File: config.mk
export PLATFORM = sky130hd
export DESIGN_NAME = fetch_stage
export DESIGN_NICKNAME = d
export VERILOG_FILES = /design/src/rtl/fetch_stage.sv
export SDC_FILE = /design/constraint.sdc
export NUM_CORES = 1
export LEC_CHECK = 0
export CORE_UTILIZATION = 50
export DETAILED_ROUTE_END_ITERATION = 10
export PLACE_DENSITY = 0.78
export SLEW_MARGIN = 0
export SYNTH_ARGS = -nofsm -noshare
export SYNTH_HDL_FRONTEND = slang
export SYNTH_SLANG_ARGS = --single-unit
File: constraint.sdc
create_clock -name clk -period 6 [get_ports clk]
set_clock_uncertainty 0.1 [all_clocks]
set_input_delay 1.2 -clock clk [delete_from_list [all_inputs] [get_ports clk]]
set_output_delay 1.2 -clock clk [all_outputs]
set_load 0.02 [all_outputs]
File: src/rtl/fetch_stage.sv
// fetch_stage: PC, in-order instruction memory requests and a small instruction FIFO feeding decode
// Build option FETCH_MISALIGN_TRAP_EN: adds out_fault and a HALT state entered on misaligned redirect targets.
module fetch_stage #(
    parameter logic [31:0] RESET_PC   = 32'h0000_0000,
    parameter int          FIFO_DEPTH = 2
) (
    input  logic        clk,
    input  logic        rst_n,
    output logic        imem_req_valid,
    input  logic        imem_req_ready,
    output logic [31:0] imem_req_addr,
    input  logic        imem_rsp_valid,
    input  logic [31:0] imem_rsp_data,
    input  logic        redirect_valid,
    input  logic [31:0] redirect_pc,
    output logic        out_valid,
    input  logic        out_ready,
    output logic [31:0] out_instr,
    output logic [31:0] out_pc
`ifdef FETCH_MISALIGN_TRAP_EN
    ,
    output logic        out_fault
`endif
);
    localparam int AW = $clog2(FIFO_DEPTH);
    localparam int CW = AW + 1;

`ifdef FETCH_MISALIGN_TRAP_EN
    typedef enum logic [1:0] {HOLD, FETCH, HALT} state_t;
`else
    typedef enum logic {HOLD, FETCH} state_t;
`endif

    state_t        state, state_nxt;
    logic [31:0]   pc, rsp_pc, tgt, wr_instr;
    logic [CW-1:0] outstanding, drop_cnt, count;
    logic [CW:0]   credit;
    logic [AW-1:0] wr_ptr, rd_ptr;
    logic [31:0]   instr_buf [FIFO_DEPTH];
    logic [31:0]   pc_buf [FIFO_DEPTH];
    logic          accept, drop, rsp_push, push, pop;

    // Outstanding requests reserve FIFO slots, so responses never need back-pressure
    assign credit         = {1'b0, outstanding} + {1'b0, count};
    assign imem_req_valid = rst_n && state == FETCH && !redirect_valid && credit < (CW+1)'(FIFO_DEPTH);
    assign imem_req_addr  = pc;
    assign accept         = imem_req_valid && imem_req_ready;
    assign drop           = drop_cnt != '0;
    assign rsp_push       = imem_rsp_valid && !drop && !redirect_valid;
    assign out_valid      = rst_n && count != '0;
    assign pop            = out_valid && out_ready && !redirect_valid;
    assign out_instr      = instr_buf[rd_ptr];
    assign out_pc         = pc_buf[rd_ptr];

`ifdef FETCH_MISALIGN_TRAP_EN
    logic fault_pend, misalign;
    logic fault_buf [FIFO_DEPTH];
    assign misalign  = redirect_pc[1:0] != 2'b00;
    assign tgt       = redirect_pc;
    assign push      = rsp_push || (fault_pend && !redirect_valid);
    assign wr_instr  = fault_pend ? 32'h0000_0013 : imem_rsp_data;
    assign out_fault = out_valid && fault_buf[rd_ptr];
    always_comb state_nxt = redirect_valid ? (misalign ? HALT : FETCH) : (state == HOLD ? FETCH : state);
    // The fault entry lands one cycle after the flush so out_valid still drops for a cycle
    always_ff @(posedge clk) begin
        fault_pend <= rst_n && redirect_valid && misalign;
        if (push) fault_buf[wr_ptr] <= fault_pend;
    end
`else
    assign tgt      = redirect_pc & 32'hFFFF_FFFC;
    assign push     = rsp_push;
    assign wr_instr = imem_rsp_data;
    always_comb state_nxt = (redirect_valid || state == HOLD) ? FETCH : state;
`endif

    always_ff @(posedge clk) begin
        if (!rst_n) begin
            state       <= HOLD;
            pc          <= RESET_PC;
            rsp_pc      <= RESET_PC;
            outstanding <= '0;
            drop_cnt    <= '0;
            count       <= '0;
            wr_ptr      <= '0;
            rd_ptr      <= '0;
        end else begin
            state       <= state_nxt;
            outstanding <= outstanding + CW'(accept) - CW'(imem_rsp_valid);
            if (redirect_valid) begin
                pc       <= tgt;
                rsp_pc   <= tgt;
                drop_cnt <= outstanding - CW'(imem_rsp_valid);
                count    <= '0;
                wr_ptr   <= '0;
                rd_ptr   <= '0;
            end else begin
                if (accept) pc <= pc + 32'd4;
                if (imem_rsp_valid && drop) drop_cnt <= drop_cnt - CW'(1);
                // rsp_pc is the PC of the oldest live request; requests since a redirect are contiguous
                if (rsp_push) rsp_pc <= rsp_pc + 32'd4;
                if (push) wr_ptr <= wr_ptr + AW'(1);
                if (pop) rd_ptr <= rd_ptr + AW'(1);
                count <= count + CW'(push) - CW'(pop);
            end
        end
    end

    always_ff @(posedge clk) begin
        if (push) begin
            instr_buf[wr_ptr] <= wr_instr;
            pc_buf[wr_ptr]    <= rsp_pc;
        end
    end
endmodule

==> results.md, run 1 <==
| Metric | Reported |
|:---|:---|
| Most common cell type on the critical path | clkdlybuf4s50_1 |
| Unrepaired setup endpoints after global routing | false |
| Setup-failing EPs final | 0 |
| Setup TNS | 0 ps |
| Post-CTS Hold Fix Bufs | 0 |
| Reg-to-Reg End | outstanding[1] |
| Height of the die | 133 microns |
| Average instance area after synthesis | 12.1 sq um |
| Wire length of the first global-routing pass | 33700 microns |
| Worst skew pair latency | 430 ps |
| GRT Util Overall | 24.3% |
| Final HPWL from detailed placement | 14700 microns |
| Number of max-cap violations | 0 |
| Endpoint with the worst hold slack | rd_ptr |
| Buffering stage count on the worst path with inverters included | 4 |
| Relative max-transition margin | 13.6% |
| Asr flop ratio synth | 0% |
| TritonCTS clock tree | done |
| Starting density of the core | 51.6% |
| Initial DRC count | 506 |
| Worst min path class | reg -> reg |
| First-pass DRT Iterations | 5 |
| Number of routed nets with antenna violations | 0 |
| Sink count of the clock tree | 194 |
| Largest net degree at the start of global routing | 70 |
| Required time reported for the critical path endpoint | 4700 ps |
| Count of final max-slew check failures | 0 |
| Worst hold stages | 2 |
| Antenna diode instance count | 0 |
| Highest Clock Rate | 212 MHz |
| Slew at the pin closest to its max-slew limit | 1280 ps |
| Cell count after synthesis | 713 |
| Number of flops mapped to enable cells by yosys | 124 |
| Cell count of the worst reg-to-reg path | 9 |
| Width of the chip | 133 microns |
| Area of the die | 17800 sq um |
| Initial antenna violation count | 0 |
| Register-to-register setup slack | 2810 ps |
| Proportion of synthesized chip area in sequential cells | 59.4% |
| Standby leakage power | 3.61 nW |
| Critical path class | in -> out |
| Ratio of total power to cell area | 272 nW/um^2 |
| Sum of routed wire length over all layers | 21500 microns |
| Critical path's slowest cell | clkdlybuf4s50_1 |
| Global route overflow | 0 |
| Non-filler cells, final | 1096 |
| Cell at the root of the clock tree | clkbuf_16 |
| Cell types occupying the most area after synthesis | edfxtp_1 (43%), dfxtp_1 (16%), mux2_2 (8.2%) |
| Post-synthesis to final-layout area growth | 27.4% |
| CTS HTree Levels | 4 |
| Cells along the critical path | clkdlybuf4s50_1 > buf_4 > inv_1 > nor2_1 > clkdlybuf4s50_1 |
| Cell area after synthesis | 8620 sq um |
| Period minus WS final | 4720 ps |
| Beginning of the worst register-to-register path | count[0] |
| Maximum resistive drop on vdd | 0.207 mV |
| Distinct cells, synth | 65 |
| Synth top area share | 43.2% |
| Number of placed I/O pins | 168 |
| Kind of start point of the critical path | primary input |
| Maximum cell stage delay along the critical path | 620 ps |
| Post-synth top area cell | edfxtp_1 |
| Cts repair resizes | 0 |
| Final worst-path cycle share | 78.7% |
| Hold Vio Cnt, Final | 0 |
| # port buffers | 161 |
| Routed vias/inst | 6.05 |
| Routed WL per cell | 19.6 microns |
| Hold wc startpoint | rd_ptr |
| Number of buffers created by CTS | 17 |
| Routed vias | 6629 |
| Placed cell count | 1064 |
| Buffer depth of the longest clock path | 2 |
| Seq cells post-synth | 194 |
| Worst EP arrival | 3420 ps |
| Post-layout net count | 942 |
| Number of warning messages in the yosys log | 0 |
| Number of setup buffers added after CTS | 0 |
| Outcome | complete, no violations |
| Standard-cell rows | 47 |
| Kind of cell adding the most delay to the critical path | buffers and inverters |
| Main synth FF type | edfxtp_1 |
| CTS clock-pin slew for the worst setup and hold paths | 70 ps |
| Largest driver fanout on the critical path | 43 |
| Last weighted congestion value of the routability-driven placer | 0.905 |
| Sort of element at the end of the critical path | output pin |
| Via count of the first global-routing pass | 6575 |
| Residual DRC count | 0 |
| Core box area | 16700 sq um |
| Share of post-route cells with drive strength above 1 | 13.4% |
==> report_power, final <==
part,switching (W),internal [W]
sequential,0.0000669,0.00149
clock,0.000500,0.000578
combinational,0.000182,0.000169
==> synth_stat cells (4+ instances only) <==
master,count
inv_1,15
nand2b_1,5
o31ai_1,11
or4_1,17
ha_1,8
buf_1,5
nor4_1,13
o311a_1,4
and2_1,7
or2_2,4
clkbuf_1,29
or3_1,10
a311oi_1,5
xnor2_1,12
nand3_1,30
o21ai_0,30
a211oi_1,10
buf_4,4
edfxtp_1,124
mux2_2,63
and3_1,13
nand4_1,26
nor3_1,15
nor2_1,25
xor2_1,13
dfxtp_1,70
a21oi_1,20
and4_1,8
nand2_1,42
a31oi_1,22
==> state kept, by name (all words and copies together) (netlist names), named ones only <==
register       flops
rsp_pc            30
drop_cnt           2
state              1
count              2
wr_ptr             1
instr_buf         64
imem_req_addr     30
rd_ptr             1
pc_buf            60
outstanding        2
==> area by class of cell <==
class | count | area [sq um]
Clock buffer | 18 | 429
Tap cell | 220 | 275
Timing Repair Buffer | 169 | 1670
Multi-Input combinational cell | 466 | 3300
Inverter | 15 | 56.3
Fill cell | 1229 | 5710
Clock inverter | 14 | 129
Sequential cell | 194 | 5130
==> worst max path at each step <==
stage                         startpoint               to  slack (ps)  depth (start not counted)
final                              rst_n        out_valid        1280                          5
after detailed placement           rst_n        out_valid        1290                          5
after floorplan           redirect_valid  instr_buf[0][0]         880                          5
after global placement             rst_n        out_valid        1330                          5
after global routing               rst_n        out_valid        1170                          5
after CTS                          rst_n        out_valid        1290                          5
==> worst reg2reg max path, stage by stage, from the launching register on <==
cell      delay [ps]
dfxtp_1          380
and2_1           160
fa_1             470
nor4bb_2         950
nand2_1          220
ha_1             360
inv_1             40
ha_1             180
xnor2_1          160
nor2_1            50
==> routing by layer <==
metal	global-route usage, %	vias to the layer above	part of all wire (%)
met5	0	-	0
met4	8.46	0	1.8
met1	32.2	3150	42
li1	-	3085	-
met2	39.9	355	47
met3	4.57	39	8.7
==> layout by cell type (no fill, tap or decap), types with 11 or more instances in the layout <==
master           count
clkdlybuf4s50_1    161
edfxtp_1           124
dfxtp_1             69
mux2_2              63
nand2_1             42
o21ai_0             30
nand3_1             30
nand4_1             26
nor2_1              23
a31oi_1             22
a21oi_1             20
or4_1               17
clkbuf_16           17
inv_1               15
nor3_1              15
and3_1              13
nor4_1              13
xor2_1              13
xnor2_1             12
o31ai_1             11
==> cells by family (layout without fill, tap and decap cells) <==
logic type	after synthesis	count (layout)	synth area share, %
AND/OR/NAND/NOR	232	232	15.2
flip-flops	194	194	59.4
AO/OA/AOI/OAI	132	132	10.4
multiplexers	64	64	8.34
buffers and inverters	56	216	2.66
XOR/XNOR	25	25	2.54
adder cells (fa/ha/maj)	9	9	1.39
other	1	4	0.0435
==> stage by stage <==
step | util [%] | power [W] | instance area (sq um) | hold slack, ps | worst slack, ps
floorplan | - | 0.00175 | 8630 | 362 | 882
global placement | 62.5 | 0.00192 | 10400 | 392 | 1330
detailed placement | 62.5 | 0.00193 | 10400 | 404 | 1290
CTS | 65.8 | 0.00299 | 11000 | 425 | 1290
global route | 65.8 | 0.00308 | 11000 | 444 | 1170
finish | 65.8 | 0.00298 | 11000 | 420 | 1280
Power figures use the tool's default switching activity.
==> run 2: changes to the inputs <==
==> constraint.sdc (replaced) <==
create_clock -name clk -period 4.9 [get_ports clk]
set_clock_uncertainty 0.1 [all_clocks]
set_input_delay 0.98 -clock clk [delete_from_list [all_inputs] [get_ports clk]]
set_output_delay 0.98 -clock clk [all_outputs]
set_load 0.02 [all_outputs]
==> run 2 against run 1 <==
  * Clock-buffer cell count is 1 lower
  * Largest power group unchanged
  * Critical path type unchanged
  * Final cell count grew 0.27%
  * Critical path depth unchanged
  * Largest cell class unchanged
==> results.md, run 2 (same netlist as run 1, synthesis figures left out) <==
| Metric | Reported | vs previous |
|:---|:---|:---|
| Outcome | complete, no violations |  |
| Hold Vio Cnt, Final | 0 | unchanged |
| Registers with the most flip-flops | instr_buf (64), pc_buf (60) |  |
| Area of the die | 17800 sq um | unchanged |
| Filler cells | 1232 | +0.24% |
| Largest driver fanout on the critical path | 14 | -67% |
| Placed cell count | 1067 | +0.28% |
| First-pass DRT Iterations | 5 | unchanged |
| Setup-failing EPs final | 0 | unchanged |
| Core box area | 16700 sq um | unchanged |
| Slew at the pin closest to its max-slew limit | 1230 ps | -52.0 ps |
| Unrepaired setup endpoints after global routing | false |  |
| Antenna diode instance count | 0 | unchanged |
| Start point of the critical path | rst_n |  |
| Setup WS pre-CTS | 1160 ps | -128 ps |
| Setup TNS | 0 ps | unchanged |
| Period minus WS final | 3750 ps |  |
| Worst EP arrival | 2670 ps | -750 ps |
| Last weighted congestion value of the routability-driven placer | 0.893 | -1.4% |
| Standard-cell rows | 47 | unchanged |
| Max reg flops | 64 | unchanged |
| Post-synthesis to final-layout area growth | 28.1% |  |
| Cell at the root of the clock tree | clkbuf_16 |  |
| GRT Util Overall | 23.6% | -0.69 points |
| Number of placed I/O pins | 168 | unchanged |
| Share of post-route cells with drive strength above 1 | 13.4% | +0.068 points |
| Worst skew pair latency | 430 ps | about the same |
| Global route overflow | 0 | unchanged |
| Buffer depth of the longest clock path | 2 | unchanged |
| Routed WL per cell | 18.9 microns | -3.6% |
| Initial DRC count | 459 | -9.3% |
| Relative max-transition margin | 17.1% | +3.5 points |
| Worst-case setup margin in the final layout | 1150 ps | -127 ps |
| Routed vias | 6599 | -0.45% |
| Number of buffers created by CTS | 17 | unchanged |
| Ratio of total power to cell area | 333 nW/um^2 | +22% |
| Hold wc startpoint | rd_ptr |  |
| CTS clock-pin slew for the worst setup and hold paths | 70 ps | about the same |
| Post-layout net count | 945 | +0.32% |
| Highest Clock Rate | 267 MHz |  |
| Via count of the first global-routing pass | 6287 | -4.4% |
| Final Total Pwr | 0.00367 W | +23% |
| Required time reported for the critical path endpoint | 3820 ps | -880 ps |
| Worst min path class | reg -> reg |  |
| Maximum resistive drop on vdd | 0.257 mV | +24% |
| # port buffers | 161 | unchanged |
| Commonest non-fill, non-tap cell in the layout | clkdlybuf4s50_1 |  |
| Number of max-cap violations | 0 | unchanged |
| Commonest non-fill, non-tap cells in the layout | clkdlybuf4s50_1 (161), edfxtp_1 (124), dfxtp_1 (69) |  |
| Kind of start point of the critical path | primary input |  |
| Standby leakage power | 3.64 nW | +0.78% |
| Residual DRC count | 0 | unchanged |
| Count of final max-slew check failures | 0 | unchanged |
| Number of setup buffers added after CTS | 0 | unchanged |
| Routed vias/inst | 6.00 | -0.72% |
| Beginning of the worst register-to-register path | count[0] |  |
| Biggest register | instr_buf |  |
| Final HPWL from detailed placement | 14300 microns | -3.0% |
| Height of the die | 133 microns | unchanged |
| Width of the chip | 133 microns | unchanged |
| Post-CTS Hold Fix Bufs | 0 | unchanged |
| CTS HTree Levels | 4 | unchanged |
| Largest net degree at the start of global routing | 70 | unchanged |
| Sum of routed wire length over all layers | 20800 microns | -3.3% |
| Sink count of the clock tree | 194 | unchanged |
| Critical path class | in -> out |  |
| Starting density of the core | 51.6% | unchanged |
| Non-filler cells, final | 1099 | +0.27% |
| Initial antenna violation count | 0 | unchanged |
| Cts repair resizes | 0 | unchanged |
| Sort of element at the end of the critical path | output pin |  |
| TritonCTS clock tree | done |  |
| Final worst-path cycle share | 76.5% |  |
| Wire length of the first global-routing pass | 32600 microns | -3.4% |
| Number of routed nets with antenna violations | 0 | unchanged |
run 2: cell types whose count changed in the layout (fill, tap and decap cells not counted), sizes merged:
cell,change
buf,+3
inv,+2
clkbuf,-1
clkinvlp,-1
run 2: worst max-delay path, cell delays in order:
cell	delay, ps
clkdlybuf4s50_1	500
nand2b_1	60
buf_4	200
nor4b_1	260
clkdlybuf4s50_1	660
run 2: routing by layer:
metal | global-route usage (%) | part of all wire, % | vias up
met2 | 37.1 | 46 | 340
met4 | 8.40 | 1.9 | 0
li1 | - | - | 3077
met5 | 0 | 0 | -
met1 | 32.4 | 44 | 3145
met3 | 4.79 | 8.2 | 37
run 2: cell type report:
| cell class | count | area [sq um] | area share [%] |
|---|---|---|---|
| clock inverter | 15 | 146 | 1.33 |
| tap | 220 | 275 | 2.49 |
| clock buffer | 17 | 425 | 3.85 |
| timing repair buffer | 172 | 1720 | 15.6 |
| sequential | 194 | 5130 | 46.4 |
| multi-input combinational | 466 | 3290 | 29.8 |
| inverter | 15 | 56.3 | 0.510 |
run 2: power by group:
| group | internal, W | switching (W) | total [W] | leakage, nW |
|---|---|---|---|---|
| Sequential | 0.00182 | 0.0000807 | 0.00190 | 1.72 |
| Combinational | 0.000212 | 0.000223 | 0.000435 | 1.64 |
| Clock | 0.000716 | 0.000622 | 0.00134 | 0.277 |
| Total | 0.00275 | 0.000926 | 0.00367 | 3.64 |
run 2: final timing paths:
path | end | slack [ps] | depth (start not counted)
max | imem_req_valid | 1150 | 5
min reg2reg | rd_ptr | 410 | 2
min | rd_ptr | 410 | 2
max reg2reg | imem_req_addr[14] | 1900 | 7
run 2: stage by stage:
step                      hold slack [ps]  util [%]  area (sq um)
after floorplan                       362         -          8630
after global placement                390      62.7         10500
after detailed placement              403      62.7         10500
after CTS                             424      66.1         11000
after global routing                  438      66.1         11000
final                                 414      66.1         11000
==> run 3: changes to the inputs <==
==> constraint.sdc (replaced) <==
create_clock -name clk -period 3.5 [get_ports clk]
set_clock_uncertainty 0.1 [all_clocks]
set_input_delay 0.7 -clock clk [delete_from_list [all_inputs] [get_ports clk]]
set_output_delay 0.7 -clock clk [all_outputs]
set_load 0.02 [all_outputs]
==> run 3 against run 2 <==
  * Combinational power is 42% higher
  * Clock power is 35% higher
  * Hold slack better by 0.82 ps
  * Sequential power is 41% higher
  * Global-route usage is 1.1 points higher
  * Critical path depth is 1 lower
  * Via count is 1.9% higher
  * Largest power group unchanged
==> results.md, run 3 (same netlist as run 1, synthesis figures left out) <==
| Metric | Reported | vs previous |
|:---|:---|:---|
| Unrepaired setup endpoints after global routing | false |  |
| Residual DRC count | 0 | unchanged |
| First-pass DRT Iterations | 7 | +2 |
| Critical path class | reg -> out |  |
| Global route overflow | 0 | unchanged |
| Number of placed I/O pins | 168 | unchanged |
| Hold Vio Cnt, Final | 0 | unchanged |
| Via count of the first global-routing pass | 6583 | +4.7% |
| Largest net degree at the start of global routing | 63 | -10% |
| Max reg flops | 64 | unchanged |
| Buffer depth of the longest clock path | 2 | unchanged |
| Standard-cell rows | 47 | unchanged |
| Hold wc startpoint | rd_ptr |  |
| Number of buffers created by CTS | 17 | unchanged |
| Combinational power share | 12.2% | +0.4 points |
| Starting density of the core | 51.6% | unchanged |
| Sequential power share | 52.4% | +0.6 points |
| Routed WL per cell | 19.5 microns | +3.1% |
| Cell at the root of the clock tree | clkbuf_16 |  |
| Register-to-register setup slack | 860 ps | -1040 ps |
| Sort of element at the end of the critical path | output pin |  |
| Last weighted congestion value of the routability-driven placer | 0.890 | -0.31% |
| CTS clock-pin slew for the worst setup and hold paths | 70 ps | about the same |
| Commonest non-fill, non-tap cells in the layout | clkdlybuf4s50_1 (161), edfxtp_1 (124), dfxtp_1 (69) |  |
| TritonCTS clock tree | done |  |
| Height of the die | 133 microns | unchanged |
| Worst skew pair latency | 430 ps | about the same |
| Cell-internal power | 0.00381 W | +39% |
| Outcome | complete, no violations |  |
| Cts repair resizes | 0 | unchanged |
| # port buffers | 161 | unchanged |
| Worst min path class | reg -> reg |  |
| Largest driver fanout on the critical path | 3 | -11 |
| Setup TNS | 0 ps | unchanged |
| Worst EP arrival | 2410 ps | -260 ps |
| Area of all placed cells without fillers | 11100 sq um | +0.57% |
| Period minus WS final | 3210 ps |  |
| Part of the power in the clock network | 35.5% | -0.9 points |
| Area of placed instances | 10600 sq um | +0.88% |
| Number of max-cap violations | 0 | unchanged |
| Initial antenna violation count | 0 | unchanged |
| Area of the die | 17800 sq um | unchanged |
| Ratio of total power to cell area | 458 nW/um^2 | +38% |
| CTS HTree Levels | 4 | unchanged |
| Count of final max-slew check failures | 0 | unchanged |
| Kind of start point of the critical path | flop |  |
| Post-layout net count | 954 | +0.95% |
| Antenna diode instance count | 0 | unchanged |
| Highest Clock Rate | 311 MHz |  |
| Wire length of the first global-routing pass | 34100 microns | +4.7% |
| Number of routed nets with antenna violations | 0 | unchanged |
| Fraction of power spent switching nets | 25.1% | -0.093 points |
| Required time reported for the critical path endpoint | 2700 ps | -1120 ps |
| Width of the chip | 133 microns | unchanged |
| Sum of routed wire length over all layers | 21600 microns | +3.8% |
| Fraction of the core area covered by cells at the end of the flow | 66.5% | +0.37 points |
| Filler cells | 1226 | -0.49% |
| Routed vias/inst | 6.08 | +1.2% |
| Setup-failing EPs final | 0 | unchanged |
| Worst hold stages | 2 | unchanged |
| Power dissipated by switching net loads | 0.00128 W | +38% |
| Core box area | 16700 sq um | unchanged |
| Sink count of the clock tree | 194 | unchanged |
| Post-CTS Hold Fix Bufs | 0 | unchanged |
| GRT Util Overall | 24.7% | +1.1 points |
| Standby leakage power | 3.67 nW | +0.64% |
| Commonest non-fill, non-tap cell in the layout | clkdlybuf4s50_1 |  |
| Slew at the pin closest to its max-slew limit | 669 ps | -563 ps |
| Reg-to-Reg End | outstanding[0] |  |
| Multi-input logic area | 3290 sq um | unchanged |
| Cell count of the worst reg-to-reg path | 9 | +2 |
| Beginning of the worst register-to-register path | outstanding[0] |  |
| Endpoint with the worst hold slack | rd_ptr |  |
| Routed vias | 6727 | +1.9% |
| Final HPWL from detailed placement | 14800 microns | +3.3% |
| Post-synthesis to final-layout area growth | 28.8% |  |
| Registers with the most flip-flops | instr_buf (64), pc_buf (60) |  |
| Biggest register | instr_buf |  |
| Relative max-transition margin | 55.0% | +38 points |
| Sequential standard cell area | 5130 sq um | unchanged |
| Number of setup buffers added after CTS | 0 | unchanged |
| Final worst-path cycle share | 91.8% |  |
| Share of post-route cells with drive strength above 1 | 14.0% | +0.56 points |
| Initial DRC count | 499 | +8.7% |
| Maximum resistive drop on vdd | 0.443 mV | +72% |
[run 3: cell count changes in the layout (fill, tap and decap cells not counted), sizes merged]
cell	change
clkbuf	+5
clkinv	-3
buf	+9
bufinv	-1
clkinvlp	+2
inv	-4
[run 3: area by class of cell]
| type | count | area share (%) |
|---|---|---|
| Tap cell | 220 | 2.48 |
| Timing Repair Buffer | 181 | 16.3 |
| Sequential cell | 194 | 46.2 |
| Clock buffer | 22 | 4.19 |
| Clock inverter | 9 | 0.687 |
| Inverter | 15 | 0.507 |
| Multi-Input combinational cell | 466 | 29.7 |
[run 3: worst max-delay path, cell delays in order (launching register included)]
cell	delay [ps]
dfxtp_1	320
and2_1	170
fa_1	490
nor4b_1	340
clkdlybuf4s50_1	660
[run 3: power groups by stage]
stage | clock network, W | logic (W) | registers [W]
final | 0.00181 | 0.000619 | 0.00267
after global routing | 0.00193 | 0.000662 | 0.00268
after CTS | 0.00182 | 0.000619 | 0.00266
after detailed placement | 0 | 0.000613 | 0.00271
after global placement | 0 | 0.000597 | 0.00270
after floorplan | 0 | 0.000297 | 0.00270
[run 3: how the worst max path moves through the flow]
stage / slack (ps) / startpoint / end / cells past startpoint
2_1_floorplan: -110 / redirect_valid / instr_buf[1][0] / 5
3_3_place_gp: 480 / redirect_valid / imem_req_valid / 4
3_5_place_dp: 470 / redirect_valid / imem_req_valid / 4
4_1_cts: 220 / count[0] / imem_req_valid / 4
5_1_grt: 120 / count[0] / imem_req_valid / 4
6_report: 290 / outstanding[0] / imem_req_valid / 4
[run 3: per-stage QoR]
| stage | power (W) | std cells | hold slack, ps | setup slack (ps) |
|---|---|---|---|---|
| after floorplan | 0.00300 | 716 | 362 | -110 |
| after global placement | 0.00330 | 1076 | 396 | 484 |
| after detailed placement | 0.00332 | 1076 | 398 | 473 |
| after CTS | 0.00510 | 1107 | 418 | 225 |
| after global routing | 0.00526 | 1107 | 438 | 125 |
| final | 0.00509 | 1107 | 415 | 288 |
[run 3: layer usage]
layer / vias to the layer above / routed length (microns) / GRT usage (%)
met1: 3211 / 9030 / 32.9
met4: 0 / 437 / 9.97
li1: 3095 / - / -
met2: 386 / 10300 / 39.4
met5: - / 0 / 0
met3: 35 / 1870 / 5.10
